<file path="config.mk">
export PLATFORM = sky130hd
export DESIGN_NAME = coin_credit
export DESIGN_NICKNAME = d
export VERILOG_FILES = /design/src/rtl/coffee_pkg.sv /design/src/rtl/coin_credit_rise_detect.sv /design/src/rtl/coin_credit.sv
export SDC_FILE = /design/constraint.sdc
export NUM_CORES = 1
export LEC_CHECK = 0
export CAP_MARGIN = 20
export CORE_MARGIN = 2
export CORE_UTILIZATION = 40
export DETAILED_ROUTE_END_ITERATION = 6
export GPL_TIMING_DRIVEN = 1
export PLACE_DENSITY = 0.68
export SLEW_MARGIN = 20
export SYNTH_ARGS = -nofsm -noshare
export SYNTH_HDL_FRONTEND = slang
export SYNTH_SLANG_ARGS = --single-unit
</file>
<file path="constraint.sdc">
create_clock -name clk_100MHz -period 2.3 [get_ports clk_100MHz]
set_input_delay 0.23 -clock clk_100MHz [delete_from_list [all_inputs] [get_ports clk_100MHz]]
set_output_delay 0.23 -clock clk_100MHz [all_outputs]
set_load 0.005 [all_outputs]
</file>
<file path="src/rtl/coffee_pkg.sv">
// Shared definitions for the coffee vending machine payment path.
package coffee_pkg;

    typedef enum logic [1:0] {
        ST_IDLE    = 2'd0,
        ST_COLLECT = 2'd1,
        ST_VEND    = 2'd2,
        ST_REFUND  = 2'd3
    } state_e;

    localparam int unsigned NICKEL_CENTS  = 5;
    localparam int unsigned DIME_CENTS    = 10;
    localparam int unsigned QUARTER_CENTS = 25;
    localparam int unsigned CHANGE_UNIT   = 5;

endpackage

</file>
<file path="src/rtl/coin_credit_rise_detect.sv">
// Registered single-bit rising-edge detector; history resets high so a level
// already asserted at reset release is not reported as an edge.
module rise_detect (
    input  logic clk_i,
    input  logic rst_ni,
    input  logic d_i,
    output logic rise_o
);

    logic hist_q;
    logic rise_q;

    always_ff @(posedge clk_i) begin
        if (!rst_ni) begin
            hist_q <= 1'b1;
            rise_q <= 1'b0;
        end else begin
            hist_q <= d_i;
            rise_q <= d_i & ~hist_q;
        end
    end

    assign rise_o = rise_q;

endmodule

</file>
<file path="src/rtl/coin_credit.sv">
// Coin acceptor: accumulates credit, requests a vend at PRICE, and pays back
// leftover credit as a train of change pulses.
module coin_credit
    import coffee_pkg::*;
#(
    parameter int unsigned PRICE         = 50,
    parameter int unsigned CREDIT_W      = 8,
    parameter int unsigned TIMEOUT_TICKS = 30,
    parameter int unsigned PULSE_CYC     = 50_000_000
) (
    input  logic                clk_100MHz,
    input  logic                reset_n,
    input  logic                tick_1Hz,
    input  logic                coin_nickel,
    input  logic                coin_dime,
    input  logic                coin_quarter,
    input  logic                cancel,
    input  logic                vend_ack,
    output logic                vend_req,
    output logic [CREDIT_W-1:0] credit,
    output logic                change_pulse,
    output logic                coin_reject,
    output logic [1:0]          state
);

    localparam int unsigned TMO_W  = $clog2(TIMEOUT_TICKS + 1);
    localparam int unsigned PCNT_W = $clog2(2 * PULSE_CYC);

    localparam logic [CREDIT_W-1:0] PRICE_C   = CREDIT_W'(PRICE);
    localparam logic [CREDIT_W-1:0] UNIT_C    = CREDIT_W'(CHANGE_UNIT);
    localparam logic [TMO_W-1:0]    TMO_LAST  = TMO_W'(TIMEOUT_TICKS - 1);
    localparam logic [PCNT_W-1:0]   PHASE_LOW = PCNT_W'(PULSE_CYC);
    localparam logic [PCNT_W-1:0]   PCNT_LAST = PCNT_W'(2 * PULSE_CYC - 1);

    logic nickel_rise, dime_rise, quarter_rise, cancel_rise;

    rise_detect u_rise_nickel  (.clk_i(clk_100MHz), .rst_ni(reset_n), .d_i(coin_nickel),  .rise_o(nickel_rise));
    rise_detect u_rise_dime    (.clk_i(clk_100MHz), .rst_ni(reset_n), .d_i(coin_dime),    .rise_o(dime_rise));
    rise_detect u_rise_quarter (.clk_i(clk_100MHz), .rst_ni(reset_n), .d_i(coin_quarter), .rise_o(quarter_rise));
    rise_detect u_rise_cancel  (.clk_i(clk_100MHz), .rst_ni(reset_n), .d_i(cancel),       .rise_o(cancel_rise));

    state_e              state_q, state_d;
    logic [CREDIT_W-1:0] credit_q, credit_d;
    logic [TMO_W-1:0]    tmo_q, tmo_d;
    logic [PCNT_W-1:0]   pcnt_q, pcnt_d;
    logic                change_q, change_d;
    logic                reject_q, reject_d;

    logic                coin_any, coin_multi;
    logic [CREDIT_W-1:0] coin_val;

    always_comb begin
        coin_any   = nickel_rise | dime_rise | quarter_rise;
        coin_multi = (nickel_rise & dime_rise) | (nickel_rise & quarter_rise) | (dime_rise & quarter_rise);
        if (quarter_rise)     coin_val = CREDIT_W'(QUARTER_CENTS);
        else if (dime_rise)   coin_val = CREDIT_W'(DIME_CENTS);
        else if (nickel_rise) coin_val = CREDIT_W'(NICKEL_CENTS);
        else                  coin_val = '0;
    end

    always_comb begin
        state_d  = state_q;
        credit_d = credit_q;
        tmo_d    = '0;
        pcnt_d   = '0;
        change_d = 1'b0;
        reject_d = 1'b0;
        unique case (state_q)
            ST_IDLE: begin
                credit_d = '0;
                reject_d = coin_multi;
                if (coin_any) begin
                    credit_d = coin_val;
                    state_d  = ST_COLLECT;
                end
            end
            ST_COLLECT: begin
                reject_d = coin_multi;
                tmo_d    = tmo_q;
                if (coin_any) begin
                    credit_d = credit_q + coin_val;
                    tmo_d    = '0;
                end else if (tick_1Hz) begin
                    tmo_d = tmo_q + TMO_W'(1);
                end
                // Cancel outranks a completed price so a late coin is refunded too.
                if (cancel_rise)
                    state_d = ST_REFUND;
                else if (credit_q >= PRICE_C)
                    state_d = ST_VEND;
                else if (!coin_any && tick_1Hz && tmo_q == TMO_LAST)
                    state_d = ST_REFUND;
            end
            ST_VEND: begin
                reject_d = coin_any;
                if (vend_ack) begin
                    credit_d = credit_q - PRICE_C;
                    state_d  = (credit_q != PRICE_C) ? ST_REFUND : ST_IDLE;
                end
            end
            ST_REFUND: begin
                reject_d = coin_any;
                pcnt_d   = (pcnt_q == PCNT_LAST) ? '0 : pcnt_q + PCNT_W'(1);
                change_d = (pcnt_q < PHASE_LOW);
                // The registered pulse falls on the edge where pcnt_q == PHASE_LOW.
                if (pcnt_q == PHASE_LOW)
                    credit_d = credit_q - UNIT_C;
                if (pcnt_q == PCNT_LAST && credit_q == '0)
                    state_d = ST_IDLE;
            end
            default: state_d = ST_IDLE;
        endcase
    end

    always_ff @(posedge clk_100MHz) begin
        if (!reset_n) begin
            state_q  <= ST_IDLE;
            credit_q <= '0;
            tmo_q    <= '0;
            pcnt_q   <= '0;
            change_q <= 1'b0;
            reject_q <= 1'b0;
        end else begin
            state_q  <= state_d;
            credit_q <= credit_d;
            tmo_q    <= tmo_d;
            pcnt_q   <= pcnt_d;
            change_q <= change_d;
            reject_q <= reject_d;
        end
    end

    assign vend_req     = (state_q == ST_VEND);
    assign credit       = credit_q;
    assign change_pulse = change_q;
    assign coin_reject  = reject_q;
    assign state        = state_q;

endmodule

</file>
==> impl_metrics.ini, run 1 <==
[status]
run_status = finished, violations left
violations = setup timing

[floorplanning]
die_area_um2 = 7820
rows = 30
initial_core_util = 0.418
io_pins = 21
die_h_um = 88.5
die_width_um = 88.5
core-area_um2 = 6830

[clock_tree]
cts_root_buf = clkbuf_8
cts_num_sinks = 52
path_clk_slew_ns = 0.10
cts_tree = built
clk-insertion-delay-late_ns = 0.31
cts_buffers = 5
ctsLongestPathBuffers = 2
cts_hold_buf = 0
ctsHtreeMaxLevel = 2

[yosys]
yosys-top-cells-area = dfxtp_1, nor2_1, ha_1
async_flop_share = 0
synth_seq_area_share = 0.365
yosysTopAreaCellShare = 0.365
synth.distinct_cells = 50
ys_warn_count = 0
synth_edf_count = 0
yosysMostFrequentCell = nor2_1
syn_nets = 379
synthTopCellsByCount = nor2_1, dfxtp_1, nand2_1
avgSynthCellArea_um2 = 8.04
ys_seq_elements = 52
synth_area_um2 = 2850
synthCells = 355
yosysTopAreaCell = dfxtp_1
synthFlopType = dfxtp_1

[finish]
final_area_um2 = 3850
diodes = 0
fillers = 623
drive_gt1_frac = 0.233
area_delta_synth_final_pct = 34.8
nNetsFinal = 439
post-route-util = 0.563

[drt]
via_count = 2648
viasPerCell = 5.17
drt-pass1-iter-count = 4
first_iter_violations = 136
wirelength_um = 6910
ant_nets = 0
wl_per_cell_um = 13.5
route.detailed.drc = 0

[sta]
clock_skew_ns = 0.0147
fmax_mhz = 418
worstMarginPinSlew_ns = 0.453
slew_headroom = 0.690
worst_slack_ns = -0.0926
rsz0062_at_grt = true
finalSetupTns_ns = -0.140
hold_slack_ns = 0.378
period_needed_ns = 2.39
period_share = 1.04
report.final.slew_viol_count = 0
setup_violations = 3
finalHoldViolations = 0

[global_routing]
overflow = 0
grt_use_total = 0.181
antenna_found_initial = 0
grt_pass1_vias = 2527
grt_pass1_wl_um = 11300
grt_max_degree = 25

[pwr]
fin_total_pwr_uw = 2100
p_sw_uw = 565
clkPwrFrac = 0.315
ir_drop_v = 0.000492
power_leakage_uw = 0.00135
p_comb_frac = 0.234
p_per_area_nw_per_um2 = 546
switching_share = 0.269
seq_power_share = 0.450
p_int_uw = 1540

[setup_path]
timing.rr.start = u_rise_dime.rise_o$_SDFF_PN0_
worstPathRequired_ns = 2.54
cp_data_arrival_time_ns = 2.64
startpoint_type = register
crit_type = register to register
cp-endpoint = credit[6]$_SDFFE_PN0P_
critical_path.max_fanout = 6
crit_start = u_rise_dime.rise_o$_SDFF_PN0_
worstReg2RegEnd = credit[6]$_SDFFE_PN0P_
reg2reg_depth = 13
end_kind = register
regToRegSetupSlack_ns = -0.09

[hold_path]
whs_path_depth = 1
min_path_type = register to register

[flow_run]
maxCapViolCount = 0

[placement]
gp_congestion = 0.862
dp_hpwl_um = 4980
io_buffers = 20
placed_area_um2 = 3480
[power by group through the flow]
stage / combinational (uW) / sequential (uW) / clock, uW
finish: 493 / 946 / 663
global route: 536 / 950 / 712
CTS: 405 / 943 / 682
detailed placement: 386 / 966 / 0
global placement: 382 / 965 / 0
floorplan: 252 / 965 / 0
[sequential cells by signal (all words and copies together), names as in the netlist, 2 cells and up]
name / flops
pcnt_q: 27
tmo_q: 5
credit: 8
state: 2
[critical path: stages (launching register included)]
cell and delay (ns):
dfxtp_4 0.43, inv_4 0.04, a21oi_4 0.16, ha_4 0.18
xor2_2 0.07, a21oi_2 0.16, ha_4 0.23, buf_6 0.11
a211oi_4 0.25, o21bai_1 0.12, a21oi_1 0.19, xnor2_1 0.16
nand2_1 0.09, a31oi_1 0.13
[per-stage QoR]
step / setup slack (ns) / std cells
floorplan: 0.0146 / 355
global placement: -0.162 / 499
detailed placement: -0.150 / 499
CTS: -0.0480 / 507
global route: -0.167 / 512
finish: -0.0926 / 512
[worst min path at each step]
stage	endpoint	slack (ns)	startpoint
floorplan	u_rise_quarter.hist_q$_SDFF_PN1_	0.30	reset_n
global placement	u_rise_dime.rise_o$_SDFF_PN0_	0.37	u_rise_dime.hist_q$_SDFF_PN1_
detailed placement	u_rise_dime.rise_o$_SDFF_PN0_	0.37	u_rise_dime.hist_q$_SDFF_PN1_
CTS	u_rise_dime.rise_o$_SDFF_PN0_	0.38	u_rise_dime.hist_q$_SDFF_PN1_
global route	u_rise_dime.rise_o$_SDFF_PN0_	0.39	u_rise_dime.hist_q$_SDFF_PN1_
finish	u_rise_dime.rise_o$_SDFF_PN0_	0.38	u_rise_dime.hist_q$_SDFF_PN1_
[cell type report]
class	count	area, um^2	area share
multi-input combinational	274	1920	0.500
clock buffer	6	82.6	0.0215
tap	96	120	0.0312
inverter	18	72.6	0.0189
clock inverter	2	38.8	0.0101
sequential	52	1050	0.273
timing repair buffer	64	559	0.145
[repair_timing]
item / 4_1_cts / 5_1_grt
pin swaps: 5 / 20
gates resized for setup: 13 / 34
setup buffers: 0 / 5
setup endpoints to repair: 4 / 11
[routing by layer]
layer	global-route usage	part of all wire
met3	0.0289	0.023
met5	0	0
met2	0.316	0.51
met4	0.0468	0.010
met1	0.234	0.46
[cell usage in the layout (no fill, tap or decap), types with 4 or more instances in the layout]
cell	count
nand4_1	11
o21ai_0	7
nand3_1	12
xor2_1	15
ha_4	6
clkdlybuf4s50_1	20
buf_4	41
ha_1	9
nand2_1	31
a21oi_1	17
inv_1	16
nand2b_1	11
nor3_1	9
dfxtp_1	49
clkbuf_8	6
nand2_2	4
nor2_1	54
xnor2_1	19
[cell families (layout without fill, tap and decap cells)]
| kind of cell | after synthesis | in the layout | share of synthesized area |
|---|---|---|---|
| muxes | 2 | 2 | 0.00702 |
| DFF | 52 | 52 | 0.365 |
| buffers and inverters | 29 | 90 | 0.0399 |
| adders and majority gates | 17 | 17 | 0.0763 |
| xor gates and xnor gates | 36 | 36 | 0.111 |
| AOI/OAI and AO/OA | 58 | 58 | 0.126 |
| and+or+nand+nor | 161 | 161 | 0.275 |
No activity file was read; power rests on OpenSTA's default activity.
==> run 2: changes to the inputs <==
--- a/config.mk
+++ b/config.mk
@@ -6,11 +6,13 @@
 export NUM_CORES = 1
 export LEC_CHECK = 0
 export CAP_MARGIN = 20
+export CORE_ASPECT_RATIO = 0.75
 export CORE_MARGIN = 2
-export CORE_UTILIZATION = 40
+export CORE_UTILIZATION = 53
 export DETAILED_ROUTE_END_ITERATION = 6
 export GPL_TIMING_DRIVEN = 1
-export PLACE_DENSITY = 0.68
+export PLACE_DENSITY = 0.84
+export RECOVER_POWER = 25
 export SLEW_MARGIN = 20
 export SYNTH_ARGS = -nofsm -noshare
 export SYNTH_HDL_FRONTEND = slang
==> run 2 against run 1 <==
  * The run still ends with setup timing left
  * Total power shrank 7.9%
  * Clock power fell by 18%
  * Hold slack hardly changed
  * Fmax grew 1.7%
  * Non-clock buffer count shrank 6
  * Critical path depth shrank 1
  * Utilization grew 14 points
  * Combinational power shrank 11%
  * Die area is 23% lower
  * Clock skew is 0.0018 ns lower
  * Flip-flop and latch count unchanged
  * Sequential share of layout area grew 1.3 points
  * Largest cell class unchanged
==> impl_metrics.ini, run 2 (synthesis gave the netlist of run 1 again) <==
[drt]
wirelength_um = 7290
via_count = 2763
route.detailed.drc = 0
drt-pass1-iter-count = 7
ant_nets = 0
first_iter_violations = 310
wl_per_cell_um = 15.0
viasPerCell = 5.70

[floorplanning]
die_h_um = 67.5
rows = 23
die_width_um = 88.7
initial_core_util = 0.542
core-area_um2 = 5270
io_pins = 21
die_area_um2 = 5990

[clock_tree]
ctsHtreeMaxLevel = 2
cts_tree = built
cts_num_sinks = 52
cts_buffers = 5
ctsLongestPathBuffers = 2
cts_hold_buf = 0
path_clk_slew_ns = 0.09
cts_root_buf = clkbuf_8
clk-insertion-delay-late_ns = 0.31

[setup_path]
critical_path.max_fanout = 5
worstPathRequired_ns = 2.53
reg2reg_depth = 12
startpoint_type = register
crit_type = register to register
end_kind = register
cp_data_arrival_time_ns = 2.58

[placement]
gp_congestion = 0.962
io_buffers = 20
placed_area_um2 = 3400
dp_hpwl_um = 4910
placed_cells = 473

[finish]
largest_reg_flops = 27
area_delta_synth_final_pct = 28.9
final_area_um2 = 3680
regMostFlops = pcnt_q
drive_gt1_frac = 0.212
diodes = 0
post-route-util = 0.698
regArea_um2 = 1050
fillers = 378
multi_input_area_um2 = 1870
final_common_cell = nor2_1
fin_cells = 485
final_cell_mix = nor2_1, dfxtp_1, buf_4, nand2_1, xnor2_1
nNetsFinal = 433

[sta]
worst_slack_ns = -0.0527
setup_violations = 2
fmax_mhz = 425
finalSetupTns_ns = -0.0851
rsz0062_at_grt = true
clock_skew_ns = 0.0130
finalHoldViolations = 0
report.final.slew_viol_count = 0
slew_headroom = 0.679
worstMarginPinSlew_ns = 0.482
period_needed_ns = 2.35
period_share = 1.02

[pwr]
power_leakage_uw = 0.00131
p_per_area_nw_per_um2 = 526
fin_total_pwr_uw = 1940
ir_drop_v = 0.000341

[hold_path]
min_path_type = register to register
whs_path_depth = 1

[global_routing]
grt_pass1_wl_um = 11300
overflow = 0
grt_use_total = 0.240
antenna_found_initial = 0
grt_max_degree = 27
grt_pass1_vias = 2485

[flow_run]
maxCapViolCount = 0

[status]
violations = setup timing
run_status = finished, violations left
## run 2: timing repair
item / CTS / global route
buffers inserted: 2 / 2
resized for setup: 13 / 26
cloned: 0 / 0
endpoints found under the setup margin: 34 / 8
pin swaps: 4 / 11
## run 2: path summary, 6_finish.rpt
path / from / endpoint / slack (ns)
hold reg to reg: u_rise_dime.hist_q$_SDFF_PN1_ / u_rise_dime.rise_o$_SDFF_PN0_ / 0.38
setup / recovery: u_rise_dime.rise_o$_SDFF_PN0_ / credit[6]$_SDFFE_PN0P_ / -0.05
hold / removal: u_rise_dime.hist_q$_SDFF_PN1_ / u_rise_dime.rise_o$_SDFF_PN0_ / 0.38
setup reg to reg: u_rise_dime.rise_o$_SDFF_PN0_ / credit[6]$_SDFFE_PN0P_ / -0.05
## run 2: worst max-delay path, stage by stage (launching register included)
cell and delay, ns:
dfxtp_4 0.37, buf_4 0.15, nor2_4 0.11, nand2_2 0.09, xor2_2 0.18, a21oi_2 0.11, ha_2 0.31, a211oi_2 0.29
o21bai_1 0.11, a21oi_1 0.18, xnor2_1 0.13, nand2_1 0.09, a31oi_1 0.17
## run 2: per-stage QoR
| stage | worst slack [ns] | hold WS [ns] |
|---|---|---|
| CTS | 0.00538 | 0.380 |
| finish | -0.0527 | 0.378 |
| floorplan | 0.0146 | 0.303 |
| global placement | -0.120 | 0.365 |
| global route | -0.118 | 0.394 |
| detailed placement | -0.117 | 0.365 |
## run 2: layout make-up
cell class,instances,share of cell area
timing repair buffer,58,0.136
inverter,18,0.0191
clock buffer,7,0.0235
tap,75,0.0255
clock inverter,1,0.00204
sequential,52,0.286
multi-input combinational,274,0.508
## run 2: metal layers
layer | vias to the layer above | GRT usage | part of all wire
met5 | - | 0 | 0
met1 | 1306 | 0.337 | 0.48
li1 | 1334 | - | -
met3 | 14 | 0.0575 | 0.057
met4 | 0 | 0.0682 | 0.018
met2 | 109 | 0.367 | 0.45
## run 2: power by group
group	internal, uW	switching, uW	total, uW
logic	224	217	441
clock network	245	299	544
registers	918	32.1	950
==> run 3: changes to the inputs <==
--- a/config.mk
+++ b/config.mk
@@ -11,6 +11,7 @@
 export CORE_UTILIZATION = 53
 export DETAILED_ROUTE_END_ITERATION = 6
 export GPL_TIMING_DRIVEN = 1
+export HOLD_SLACK_MARGIN = 0.1
 export PLACE_DENSITY = 0.84
 export RECOVER_POWER = 25
 export SLEW_MARGIN = 20
==> results of run 3 <==
The final DEF is identical to that of run 2; final timing and power are the same.
